<file path="config.mk">
export PLATFORM = sky130hd
export DESIGN_NAME = channel_frame_scheduler
export DESIGN_NICKNAME = d
export VERILOG_FILES = /design/src/rtl/sched_pkg.sv /design/src/rtl/threshold_regfile.sv /design/src/rtl/channel_frame_scheduler.sv
export SDC_FILE = /design/constraint.sdc
export NUM_CORES = 1
export LEC_CHECK = 0
export ABC_AREA = 1
export CELL_PAD_IN_SITES_DETAIL_PLACEMENT = 0
export CELL_PAD_IN_SITES_GLOBAL_PLACEMENT = 2
export CORE_UTILIZATION = 40
export CTS_BUF_LIST = sky130_fd_sc_hd__clkbuf_4 sky130_fd_sc_hd__clkbuf_8
export DETAILED_ROUTE_END_ITERATION = 12
export HOLD_SLACK_MARGIN = 0.12
export PLACE_DENSITY = 0.94
export SYNTH_ARGS = -nofsm -noshare
export SYNTH_HDL_FRONTEND = slang
export SYNTH_SLANG_ARGS = --single-unit
</file>
<file path="constraint.sdc">
create_clock -name clk_25m -period 7.77 [get_ports clk_25m]
set_input_delay 0.777 -clock clk_25m [delete_from_list [all_inputs] [get_ports clk_25m]]
set_output_delay 0.777 -clock clk_25m [all_outputs]
set_load 0.1 [all_outputs]
</file>
<file path="src/rtl/sched_pkg.sv">
// Shared types and constants for the channel frame scheduler.
package sched_pkg;

    // Frame sequencer states
    typedef enum logic [2:0] {
        IDLE = 3'd0,
        CFG  = 3'd1,
        RUN  = 3'd2,
        TAIL = 3'd3,
        GAP  = 3'd4
    } state_t;

    localparam int CH_IDX_W    = 4;
    localparam int THR_W       = 16;
    localparam int RUN_LEN_DEF = 134;

    // Width of the shared RUN/GAP down-counter
    localparam int CNT_W = 16;

endpackage

</file>
<file path="src/rtl/threshold_regfile.sv">
// Host-writable per-channel noise threshold table, 16 entries of THR_W bits.
// Writes to indices at or above N_CH are dropped; the read port is combinational
// so the arbiter can register the selected channel's entry on the grant edge.
module threshold_regfile
    import sched_pkg::*;
#(
    parameter int N_CH = 8
) (
    input  logic                clk_25m,
    input  logic                rst_n,
    input  logic                wr_en,
    input  logic [CH_IDX_W-1:0] wr_addr,
    input  logic [THR_W-1:0]    wr_data,
    input  logic [CH_IDX_W-1:0] rd_addr,
    output logic [THR_W-1:0]    rd_data
);

    localparam logic [CH_IDX_W:0] N_CH_W = (CH_IDX_W+1)'(N_CH);

    logic [THR_W-1:0] regs [16];

    // Table storage: cleared by reset, one host write per cycle
    always_ff @(posedge clk_25m or negedge rst_n) begin
        if (!rst_n) begin
            for (int i = 0; i < 16; i++) begin
                regs[i] <= '0;
            end
        end else if (wr_en && ({1'b0, wr_addr} < N_CH_W)) begin
            regs[wr_addr] <= wr_data;
        end
    end

    // Combinational read of the entry the arbiter is currently selecting
    always_comb begin
        rd_data = regs[rd_addr];
    end

endmodule

</file>
<file path="src/rtl/channel_frame_scheduler.sv">
// Round-robin frame scheduler: grants one requesting channel at a time, strobes
// its threshold into the conditioning stage, then opens a RUN_LEN-cycle data
// window, a one-cycle trailer and a GAP_LEN-cycle idle gap.
//
// Request/grant semantics: ch_req is a level held by each channel while it has a
// frame ready; it is sampled only in IDLE. ch_grant is one-hot and held from CFG
// through TAIL; dropping ch_req while granted does not abort the frame.
module channel_frame_scheduler
    import sched_pkg::*;
#(
    parameter int N_CH    = 8,
    parameter int RUN_LEN = RUN_LEN_DEF,
    parameter int GAP_LEN = 2
) (
    input  logic                clk_25m,
    input  logic                rst_n,
    input  logic                enable,
    input  logic [N_CH-1:0]     ch_req,
    input  logic                thr_wr_en,
    input  logic [CH_IDX_W-1:0] thr_wr_addr,
    input  logic [THR_W-1:0]    thr_wr_data,
    output logic [N_CH-1:0]     ch_grant,
    output logic [CH_IDX_W-1:0] channel_number,
    output logic                para_cofi_flag,
    output logic [THR_W-1:0]    noise_threshold,
    output logic                data_flag,
    output logic                frame_done,
    output logic                busy
);

    localparam logic [CH_IDX_W:0]   N_CH_W   = (CH_IDX_W+1)'(N_CH);
    localparam logic [CH_IDX_W-1:0] LAST_CH  = CH_IDX_W'(N_CH - 1);
    localparam logic [CNT_W-1:0]    RUN_LAST = CNT_W'(RUN_LEN - 1);
    localparam logic [CNT_W-1:0]    GAP_LAST = CNT_W'(GAP_LEN - 1);

    state_t              state;
    logic [CH_IDX_W-1:0] rr_ptr;
    logic [CNT_W-1:0]    cnt;

    logic [2*N_CH-1:0]   req_dbl;
    logic [N_CH-1:0]     req_rot;
    logic [CH_IDX_W:0]   sel_off;
    logic [CH_IDX_W:0]   sel_sum;
    logic [CH_IDX_W-1:0] sel_idx;
    logic [N_CH-1:0]     sel_onehot;
    logic [THR_W-1:0]    sel_thr;

    threshold_regfile #(
        .N_CH (N_CH)
    ) u_thr (
        .clk_25m (clk_25m),
        .rst_n   (rst_n),
        .wr_en   (thr_wr_en),
        .wr_addr (thr_wr_addr),
        .wr_data (thr_wr_data),
        .rd_addr (sel_idx),
        .rd_data (sel_thr)
    );

    // Round-robin picker: rotate requests so rr_ptr sits at bit 0, take the
    // lowest set bit, then rotate the offset back into a channel index
    always_comb begin
        req_dbl = {ch_req, ch_req} >> rr_ptr;
        req_rot = req_dbl[N_CH-1:0];
        sel_off = '0;
        for (int i = N_CH - 1; i >= 0; i--) begin
            if (req_rot[i]) begin
                sel_off = i[CH_IDX_W:0];
            end
        end
        sel_sum = {1'b0, rr_ptr} + sel_off;
        if (sel_sum >= N_CH_W) begin
            sel_sum = sel_sum - N_CH_W;
        end
        sel_idx = sel_sum[CH_IDX_W-1:0];
        sel_onehot = '0;
        for (int i = 0; i < N_CH; i++) begin
            sel_onehot[i] = (sel_idx == i[CH_IDX_W-1:0]);
        end
    end

    // Frame sequencer with registered outputs and a shared RUN/GAP down-counter
    always_ff @(posedge clk_25m or negedge rst_n) begin
        if (!rst_n) begin
            state           <= IDLE;
            rr_ptr          <= '0;
            cnt             <= '0;
            ch_grant        <= '0;
            channel_number  <= '0;
            para_cofi_flag  <= 1'b0;
            noise_threshold <= '0;
            data_flag       <= 1'b0;
            frame_done      <= 1'b0;
            busy            <= 1'b0;
        end else begin
            case (state)
                IDLE: begin
                    if (enable && (|ch_req)) begin
                        ch_grant        <= sel_onehot;
                        channel_number  <= sel_idx;
                        noise_threshold <= sel_thr;
                        para_cofi_flag  <= 1'b1;
                        busy            <= 1'b1;
                        state           <= CFG;
                    end
                end
                CFG: begin
                    para_cofi_flag <= 1'b0;
                    data_flag      <= 1'b1;
                    cnt            <= RUN_LAST;
                    state          <= RUN;
                end
                RUN: begin
                    if (cnt == '0) begin
                        data_flag  <= 1'b0;
                        frame_done <= 1'b1;
                        rr_ptr     <= (channel_number == LAST_CH) ? '0 : channel_number + 1'b1;
                        state      <= TAIL;
                    end else begin
                        cnt <= cnt - 1'b1;
                    end
                end
                TAIL: begin
                    frame_done <= 1'b0;
                    ch_grant   <= '0;
                    cnt        <= GAP_LAST;
                    state      <= GAP;
                end
                GAP: begin
                    if (cnt == '0) begin
                        busy  <= 1'b0;
                        state <= IDLE;
                    end else begin
                        cnt <= cnt - 1'b1;
                    end
                end
                default: begin
                    state <= IDLE;
                end
            endcase
        end
    end

endmodule

</file>
==> results of run 1 <==
## power by group through the flow
stage	Clock, mW	Sequential [mW]	Combinational, mW
floorplan	0	1.86	0.190
CTS	1.65	1.82	0.324
detailed placement	0	1.85	0.323
global route	1.72	1.84	0.371
finish	1.61	1.83	0.318
global placement	0	1.85	0.315
## worst paths after layout
path / startpoint / to / slack, ps / depth (start not counted)
max: rr_ptr[0] / noise_threshold[7] / 2970 / 23
min in group clk_25m: u_thr.regs[23] / u_thr.regs[23] / 370 / 0
min: rst_n / u_thr.regs[216] / 190 / 1
max in group asynchronous: rst_n / u_thr.regs[226] / 6040 / 2
max reg2reg: rr_ptr[0] / noise_threshold[7] / 2970 / 23
min reg2reg: u_thr.regs[23] / u_thr.regs[23] / 370 / 0
## synth_stat cells, types with 7 or more instances
| master | count | area share |
|---|---|---|
| sky130_fd_sc_hd__clkbuf_1 | 169 | 0.048 |
| sky130_fd_sc_hd__nand2_1 | 327 | 0.093 |
| sky130_fd_sc_hd__inv_2 | 7 | 0.0020 |
| sky130_fd_sc_hd__nand4_1 | 38 | 0.018 |
| sky130_fd_sc_hd__o21bai_1 | 11 | 0.0063 |
| sky130_fd_sc_hd__inv_1 | 55 | 0.016 |
| sky130_fd_sc_hd__dfrtp_1 | 311 | 0.59 |
| sky130_fd_sc_hd__a21oi_1 | 37 | 0.014 |
| sky130_fd_sc_hd__o21a_1 | 12 | 0.0068 |
| sky130_fd_sc_hd__nor2_1 | 42 | 0.012 |
| sky130_fd_sc_hd__o21ai_0 | 154 | 0.059 |
| sky130_fd_sc_hd__a22oi_1 | 87 | 0.050 |
| sky130_fd_sc_hd__nor3_1 | 9 | 0.0034 |
| sky130_fd_sc_hd__nand3_1 | 86 | 0.033 |
| sky130_fd_sc_hd__buf_2 | 23 | 0.0087 |
## registers in the layout (all words and copies together) (netlist names), 3 cells and up
register         cells
cnt                 16
state                3
noise_threshold     16
rr_ptr               4
u_thr.regs         256
ch_grant             8
channel_number       4
## cells by family after synthesis
logic type | after synthesis
xor+xnor | 9
buf+inv | 263
flops | 311
compound gates | 319
simple gates | 524
fa+ha+maj | 6
## through the flow
stage	util	hold slack [ps]	power (mW)	setup WS, ps	instances
3_3_place_gp	0.423	365	2.16	2590	1755
3_5_place_dp	0.423	366	2.18	2480	1755
6_report	0.459	189	3.75	2970	1847
2_1_floorplan	-	429	2.05	4320	1432
4_1_cts	0.459	201	3.80	2940	1847
5_1_grt	0.459	232	3.93	2420	1847
## layout make-up
cell class                 count  area (µm²)
clock inverter                11         150
clock buffer                  81        1020
timing repair buffer          81         771
sequential                   311        7780
inverter                      63         236
fill                        3130       17600
multi-input combinational    858        4380
tap                          442         553
## per-layer routing
metal	global-route usage	share of wire
met1	0.274	0.47
met2	0.309	0.46
met3	0.0308	0.048
met4	0.0690	0.024
met5	0	0
==> metrics.txt, run 1 <==
# TYPE chip_impl_metric gauge
chip_impl_metric{name="antenna_violations_before_repair",unit=""} 1
chip_impl_metric{name="ys_seq_elements",unit=""} 311
chip_impl_metric{name="h-tree-depth",unit=""} 2
chip_impl_metric{name="grt.overflow.total",unit=""} 0
chip_impl_metric{name="vias_per_cell",unit=""} 5.14
chip_impl_info{name="top_cell_by_count_worst_path",value="sky130_fd_sc_hd__nand2_1"} 1
chip_impl_metric{name="synth_compound_gate_area_share",unit=""} 0.145
chip_impl_metric{name="yosysWarningCount",unit=""} 0
chip_impl_metric{name="final_net_count",unit=""} 1405
chip_impl_metric{name="irDropWorstVdd",unit="V"} 0.000202
chip_impl_metric{name="postCtsSetupRepairBufs",unit=""} 0
chip_impl_metric{name="avg_wl_per_cell",unit="µm"} 17.1
chip_impl_metric{name="final_area",unit="µm²"} 14900
chip_impl_metric{name="multiplexer_share_of_the_synthesized_area",unit=""} 0
chip_impl_metric{name="finalMaxSlewViolations",unit=""} 0
chip_impl_metric{name="combinationalPowerShare",unit=""} 0.085
chip_impl_info{name="cts.root.buffer_cell",value="sky130_fd_sc_hd__clkbuf_8"} 1
chip_impl_metric{name="grt.total_usage",unit=""} 0.196
chip_impl_info{name="largest_family_of_logic_cells_by_synthesized_area",value="simple AND/OR/NAND/NOR gates"} 1
chip_impl_metric{name="synthesis.instances",unit=""} 1432
chip_impl_metric{name="io_pins",unit=""} 64
chip_impl_metric{name="start_util",unit=""} 0.406
chip_impl_metric{name="finalSetupTns",unit="ps"} 0
chip_impl_metric{name="maxCapViolations",unit=""} 0
chip_impl_metric{name="clkLatencyLatePin",unit="ps"} 620
chip_impl_metric{name="syn_nets",unit=""} 1470
chip_impl_info{name="crit_slowest_cell",value="sky130_fd_sc_hd__nor2_4"} 1
chip_impl_metric{name="cts.reportedPaths.clkPinSlew",unit="ps"} 60
chip_impl_info{name="mostFrequentLayoutCell",value="sky130_fd_sc_hd__nand2_1"} 1
chip_impl_metric{name="p_leak",unit="nW"} 6.86
chip_impl_metric{name="pwr-share-seq",unit=""} 0.487
chip_impl_metric{name="cts_buffers",unit=""} 52
chip_impl_metric{name="required",unit="ps"} 8300
chip_impl_metric{name="switching_power",unit="mW"} 0.943
chip_impl_info{name="critical-path-top-delay-family",value="simple AND/OR/NAND/NOR gates"} 1
chip_impl_metric{name="post_cts_hold_buffer_count",unit=""} 0
chip_impl_metric{name="detail_route.drc_violations",unit=""} 0
chip_impl_metric{name="fmax",unit="MHz"} 208
chip_impl_metric{name="area_growth_syn_to_layout",unit="%"} 13.1
chip_impl_metric{name="finalCritPeriodShare",unit=""} 0.618
chip_impl_metric{name="cts-resized-gates",unit=""} 0
chip_impl_metric{name="synth-simple-area-share",unit=""} 0.173
chip_impl_info{name="tritoncts",value="done"} 1
chip_impl_metric{name="cp_max_fo",unit=""} 39
chip_impl_info{name="path_class",value="reg2reg"} 1
chip_impl_info{name="ys_dominant_reg_cell",value="sky130_fd_sc_hd__dfrtp_1"} 1
chip_impl_info{name="startpoint_type",value="flip-flop"} 1
chip_impl_metric{name="routabilityCongestion",unit=""} 0.825
chip_impl_metric{name="core_area",unit="µm²"} 32500
chip_impl_metric{name="timing.clock.skew",unit="ps"} 41.5
chip_impl_info{name="worstHoldPathType",value="in2async"} 1
chip_impl_metric{name="synth-seq-area-share",unit=""} 0.591
chip_impl_metric{name="place.detailed.hpwl",unit="µm"} 18800
chip_impl_metric{name="first_pass_grt_wire_length",unit="µm"} 51800
chip_impl_metric{name="post_synth.cell_area_avg",unit="µm²"} 9.19
chip_impl_info{name="rsz_0062_raised_after_global_routing",value="false"} 1
chip_impl_metric{name="insertedDiodeCount",unit=""} 0
chip_impl_metric{name="max_slew.worst_pin.slew",unit="ps"} 1060
chip_impl_metric{name="die-area",unit="µm²"} 33600
chip_impl_info{name="cp-end-kind",value="flip-flop"} 1
chip_impl_metric{name="number_of_synthesized_flops_with_an_enable_pin",unit=""} 0
chip_impl_metric{name="timing.final.crit_period",unit="ps"} 4800
chip_impl_metric{name="placement_rows",unit=""} 66
chip_impl_metric{name="drt_pre_antenna_iters",unit=""} 5
chip_impl_metric{name="postRouteAntennaNets",unit=""} 0
chip_impl_metric{name="timing.critical_path.buf_inv",unit=""} 4
chip_impl_metric{name="port-buffer-count",unit=""} 63
chip_impl_metric{name="vias",unit=""} 9491
chip_impl_metric{name="fp.dieW",unit="µm"} 183
chip_impl_metric{name="post_route_cells_drive_above_1_share",unit=""} 0.0982
chip_impl_metric{name="worst-endpoint-arrival",unit="ps"} 5330
chip_impl_metric{name="power_switching_share",unit=""} 0.251
chip_impl_metric{name="dieHeight",unit="µm"} 183
chip_impl_metric{name="clkSinkCount",unit=""} 311
chip_impl_metric{name="slew_headroom",unit=""} 0.291
chip_impl_metric{name="maximum_number_of_pins_on_one_net_before_global_route_repair",unit=""} 95
chip_impl_info{name="critical_path.cell_chain",value="clkinv_1 > nand2_1 > nand3_1 > nand3_1 > nand2_1 > nor2_1 > nand2_1 > nand2_1 > nand2_1 > nand2_1 > nand2_1 > a21oi_1 > ha_1 > inv_1 > fa_1 > inv_1 > nor2_4 > buf_4 > a22oi_1 > a21oi_1 > o21bai_1 > nand3_1 > o21a_1"} 1
chip_impl_metric{name="async_flop_share",unit=""} 1.00
chip_impl_metric{name="cp_slowest_stage_delay",unit="ps"} 810
chip_impl_metric{name="synth_cell_types",unit=""} 42
chip_impl_metric{name="internal_power",unit="mW"} 2.81
chip_impl_metric{name="placedInstanceArea",unit="µm²"} 13700
chip_impl_metric{name="routed_wl",unit="µm"} 31500
chip_impl_metric{name="timing.final.setup_violations",unit=""} 0
chip_impl_info{name="result_of_the_run",value="finished, final reports clean"} 1
chip_impl_metric{name="post_synth_xor_area_fraction",unit=""} 0.00656
chip_impl_metric{name="power.density_cell_area",unit="nW/µm²"} 252
chip_impl_metric{name="drt-initial-drc-count",unit=""} 481
chip_impl_metric{name="synth-adder-area-share",unit=""} 0.00627
chip_impl_metric{name="via_count_of_the_first_global_routing_pass",unit=""} 9501
chip_impl_info{name="layout.cells.most_common_list",value="sky130_fd_sc_hd__nand2_1, sky130_fd_sc_hd__dfrtp_1, sky130_fd_sc_hd__o21ai_0, sky130_fd_sc_hd__a22oi_1, sky130_fd_sc_hd__nand3_1"} 1
chip_impl_metric{name="hold_viol",unit=""} 0
chip_impl_metric{name="clockBufferDepth",unit=""} 3
chip_impl_metric{name="clock_power_share",unit=""} 0.428
chip_impl_metric{name="netlist_area",unit="µm²"} 13200
(Power assumes the default switching activity.)
==> inputs of run 2 (changes only) <==
--- a/config.mk
+++ b/config.mk
@@ -8,11 +8,11 @@
 export ABC_AREA = 1
 export CELL_PAD_IN_SITES_DETAIL_PLACEMENT = 0
 export CELL_PAD_IN_SITES_GLOBAL_PLACEMENT = 2
-export CORE_UTILIZATION = 40
+export CORE_UTILIZATION = 36
 export CTS_BUF_LIST = sky130_fd_sc_hd__clkbuf_4 sky130_fd_sc_hd__clkbuf_8
 export DETAILED_ROUTE_END_ITERATION = 12
 export HOLD_SLACK_MARGIN = 0.12
-export PLACE_DENSITY = 0.94
+export PLACE_DENSITY = 0.89
 export SYNTH_ARGS = -nofsm -noshare
 export SYNTH_HDL_FRONTEND = slang
 export SYNTH_SLANG_ARGS = --single-unit
==> constraint.sdc (replaced) <==
create_clock -name clk_25m -period 4.3 [get_ports clk_25m]
set_input_delay 0.43 -clock clk_25m [delete_from_list [all_inputs] [get_ports clk_25m]]
set_output_delay 0.43 -clock clk_25m [all_outputs]
set_load 0.1 [all_outputs]
==> metrics.txt, run 2 (same netlist as run 1, synthesis figures left out) <==
# TYPE chip_impl_metric gauge
chip_impl_metric{name="detail_route.drc_violations",unit=""} 0
chip_impl_metric{name="clockBufferDepth",unit=""} 3
chip_impl_metric{name="antenna_violations_before_repair",unit=""} 0
chip_impl_metric{name="port-buffer-count",unit=""} 63
chip_impl_metric{name="cp_slowest_stage_delay",unit="ps"} 680
chip_impl_metric{name="clkSinkCount",unit=""} 311
chip_impl_metric{name="vias_per_cell",unit=""} 5.06
chip_impl_info{name="cts.root.buffer_cell",value="sky130_fd_sc_hd__clkbuf_8"} 1
chip_impl_metric{name="fp.dieW",unit="µm"} 193
chip_impl_metric{name="hold_viol",unit=""} 0
chip_impl_metric{name="report.power.total",unit="mW"} 6.95
chip_impl_metric{name="max_slew.worst_pin.slew",unit="ps"} 1020
chip_impl_metric{name="via_count_of_the_first_global_routing_pass",unit=""} 9472
chip_impl_metric{name="post_route_cells_drive_above_1_share",unit=""} 0.108
chip_impl_metric{name="grt.total_usage",unit=""} 0.178
chip_impl_metric{name="fmax",unit="MHz"} 256
chip_impl_metric{name="cp_max_fo",unit=""} 33
chip_impl_info{name="hold_path.startpoint",value="u_thr.regs[118]"} 1
chip_impl_info{name="startpoint",value="rr_ptr[2]"} 1
chip_impl_metric{name="routabilityCongestion",unit=""} 0.803
chip_impl_metric{name="timing.clock.skew",unit="ps"} 24.2
chip_impl_metric{name="timing.final.setup_violations",unit=""} 0
chip_impl_info{name="startpoint_type",value="flip-flop"} 1
chip_impl_metric{name="ff_latch_area",unit="µm²"} 7780
chip_impl_metric{name="cts.reportedPaths.clkPinSlew",unit="ps"} 60
chip_impl_info{name="critical_path.reg2reg.startpoint",value="rr_ptr[2]"} 1
chip_impl_metric{name="avg_wl_per_cell",unit="µm"} 17.0
chip_impl_metric{name="place.detailed.hpwl",unit="µm"} 19300
chip_impl_metric{name="io_pins",unit=""} 64
chip_impl_metric{name="irDropWorstVdd",unit="V"} 0.000290
chip_impl_info{name="cp-end-kind",value="flip-flop"} 1
chip_impl_info{name="largest_register",value="u_thr.regs"} 1
chip_impl_metric{name="h-tree-depth",unit=""} 2
chip_impl_metric{name="power.density_cell_area",unit="nW/µm²"} 456
chip_impl_info{name="crit_slowest_cell",value="sky130_fd_sc_hd__fa_1"} 1
chip_impl_metric{name="first_pass_grt_wire_length",unit="µm"} 52000
chip_impl_metric{name="timing.final.crit_period",unit="ps"} 3900
chip_impl_metric{name="insertedDiodeCount",unit=""} 0
chip_impl_metric{name="grt.overflow.total",unit=""} 0
chip_impl_metric{name="p_leak",unit="nW"} 6.99
chip_impl_metric{name="required",unit="ps"} 4770
chip_impl_metric{name="finalSetupTns",unit="ps"} 0
chip_impl_metric{name="placement_rows",unit=""} 69
chip_impl_metric{name="largest_register_ffs",unit=""} 256
chip_impl_metric{name="fin_util",unit=""} 0.426
chip_impl_metric{name="worst-endpoint-arrival",unit="ps"} 4370
chip_impl_metric{name="routed_wl",unit="µm"} 32000
chip_impl_metric{name="clkLatencyLatePin",unit="ps"} 600
chip_impl_metric{name="finalCritPeriodShare",unit=""} 0.907
chip_impl_info{name="rsz_0062_raised_after_global_routing",value="false"} 1
chip_impl_metric{name="maxCapViolations",unit=""} 0
chip_impl_metric{name="dieHeight",unit="µm"} 193
chip_impl_metric{name="drt_pre_antenna_iters",unit=""} 7
chip_impl_info{name="top_cell_by_count_worst_path",value="sky130_fd_sc_hd__nand2_1"} 1
chip_impl_metric{name="slew_headroom",unit=""} 0.317
chip_impl_info{name="mostFrequentLayoutCell",value="sky130_fd_sc_hd__nand2_1"} 1
chip_impl_info{name="worstHoldPathType",value="reg2reg"} 1
chip_impl_metric{name="cts_buffers",unit=""} 53
chip_impl_metric{name="postCtsSetupRepairBufs",unit=""} 0
chip_impl_metric{name="final_net_count",unit=""} 1418
chip_impl_metric{name="postRouteAntennaNets",unit=""} 0
chip_impl_info{name="layout.cells.most_common_list",value="sky130_fd_sc_hd__nand2_1, sky130_fd_sc_hd__dfrtp_1, sky130_fd_sc_hd__o21ai_0, sky130_fd_sc_hd__a22oi_1, sky130_fd_sc_hd__nand3_1"} 1
chip_impl_metric{name="area_growth_syn_to_layout",unit="%"} 15.7
chip_impl_metric{name="drt-initial-drc-count",unit=""} 656
chip_impl_metric{name="vias",unit=""} 9526
chip_impl_info{name="critical_path.cell_chain",value="inv_1 > nor2_1 > inv_1 > nor2_1 > nor2_1 > nand2_1 > nand2_1 > nand2_1 > nand2_1 > a21oi_1 > ha_1 > inv_1 > fa_1 > nor2_4 > buf_12 > a22oi_1 > a21oi_1 > o21bai_1 > nand3_1 > o21a_1"} 1
chip_impl_metric{name="finalMaxSlewViolations",unit=""} 0
chip_impl_metric{name="filler_cell_count",unit=""} 3508
chip_impl_metric{name="start_util",unit=""} 0.368
chip_impl_info{name="top_regs",value="u_thr.regs (256), cnt (16), noise_threshold (16)"} 1
chip_impl_info{name="result_of_the_run",value="finished, final reports clean"} 1
chip_impl_metric{name="post_cts_hold_buffer_count",unit=""} 1
chip_impl_info{name="tritoncts",value="done"} 1
chip_impl_info{name="path_class",value="reg2reg"} 1
chip_impl_metric{name="die-area",unit="µm²"} 37300
chip_impl_metric{name="footprint_of_the_multi_input_gates",unit="µm²"} 4380
chip_impl_metric{name="core_area",unit="µm²"} 35700
chip_impl_metric{name="cts-resized-gates",unit=""} 0
chip_impl_metric{name="maximum_number_of_pins_on_one_net_before_global_route_repair",unit=""} 120
[run 2: final cells by class]
class,instances,share of cell area
sequential,311,0.511
inverter,63,0.0155
tap,461,0.0379
clock inverter,11,0.00970
clock buffer,86,0.0724
multi-input combinational,858,0.287
timing repair buffer,93,0.0658
[run 2: path summary, 6_finish.rpt]
| path | to | slack, ps | cells past startpoint |
|---|---|---|---|
| max in group asynchronous | noise_threshold[13] | 2730 | 3 |
| hold / removal | u_thr.regs[118] | 370 | 0 |
| setup reg to reg | noise_threshold[13] | 400 | 20 |
| hold reg to reg | u_thr.regs[118] | 370 | 0 |
| min in group asynchronous | u_thr.regs[160] | 440 | 2 |
| setup / recovery | noise_threshold[13] | 400 | 20 |
[run 2: routing by layer]
metal  track usage  routed length, µm  vias to the layer above
li1              -                  -                     4644
met1         0.251              15400                     4615
met2         0.279              14400                      218
met3        0.0335               1560                       49
met4        0.0475                590                        0
met5             0                  0                        -
[run 2: worst max-delay path: cells and delay by family, from the launching register on]
kind                       cells  cell delay, ps
and+or+nand+nor                9             990
AOI/OAI and AO/OA              5             890
adders and majority gates      2             870
DFF                            1             510
buffers and inverters          4             480
[run 2: through the flow]
stage / std cells / setup WS (ps) / hold slack [ps] / instance area, µm²
finish: 1883 / 399 / 372 / 15200
global route: 1883 / 4.51 / 386 / 15200
CTS: 1883 / 409 / 378 / 15200
detailed placement: 1785 / 157 / 366 / 14000
global placement: 1785 / 166 / 365 / 14000
floorplan: 1432 / 1030 / 134 / 13200
[run 2: report_power, final]
| group | switching (mW) | internal, mW |
|---|---|---|
| Clock | 1.22 | 1.81 |
| Combinational | 0.387 | 0.229 |
| Sequential | 0.130 | 3.17 |
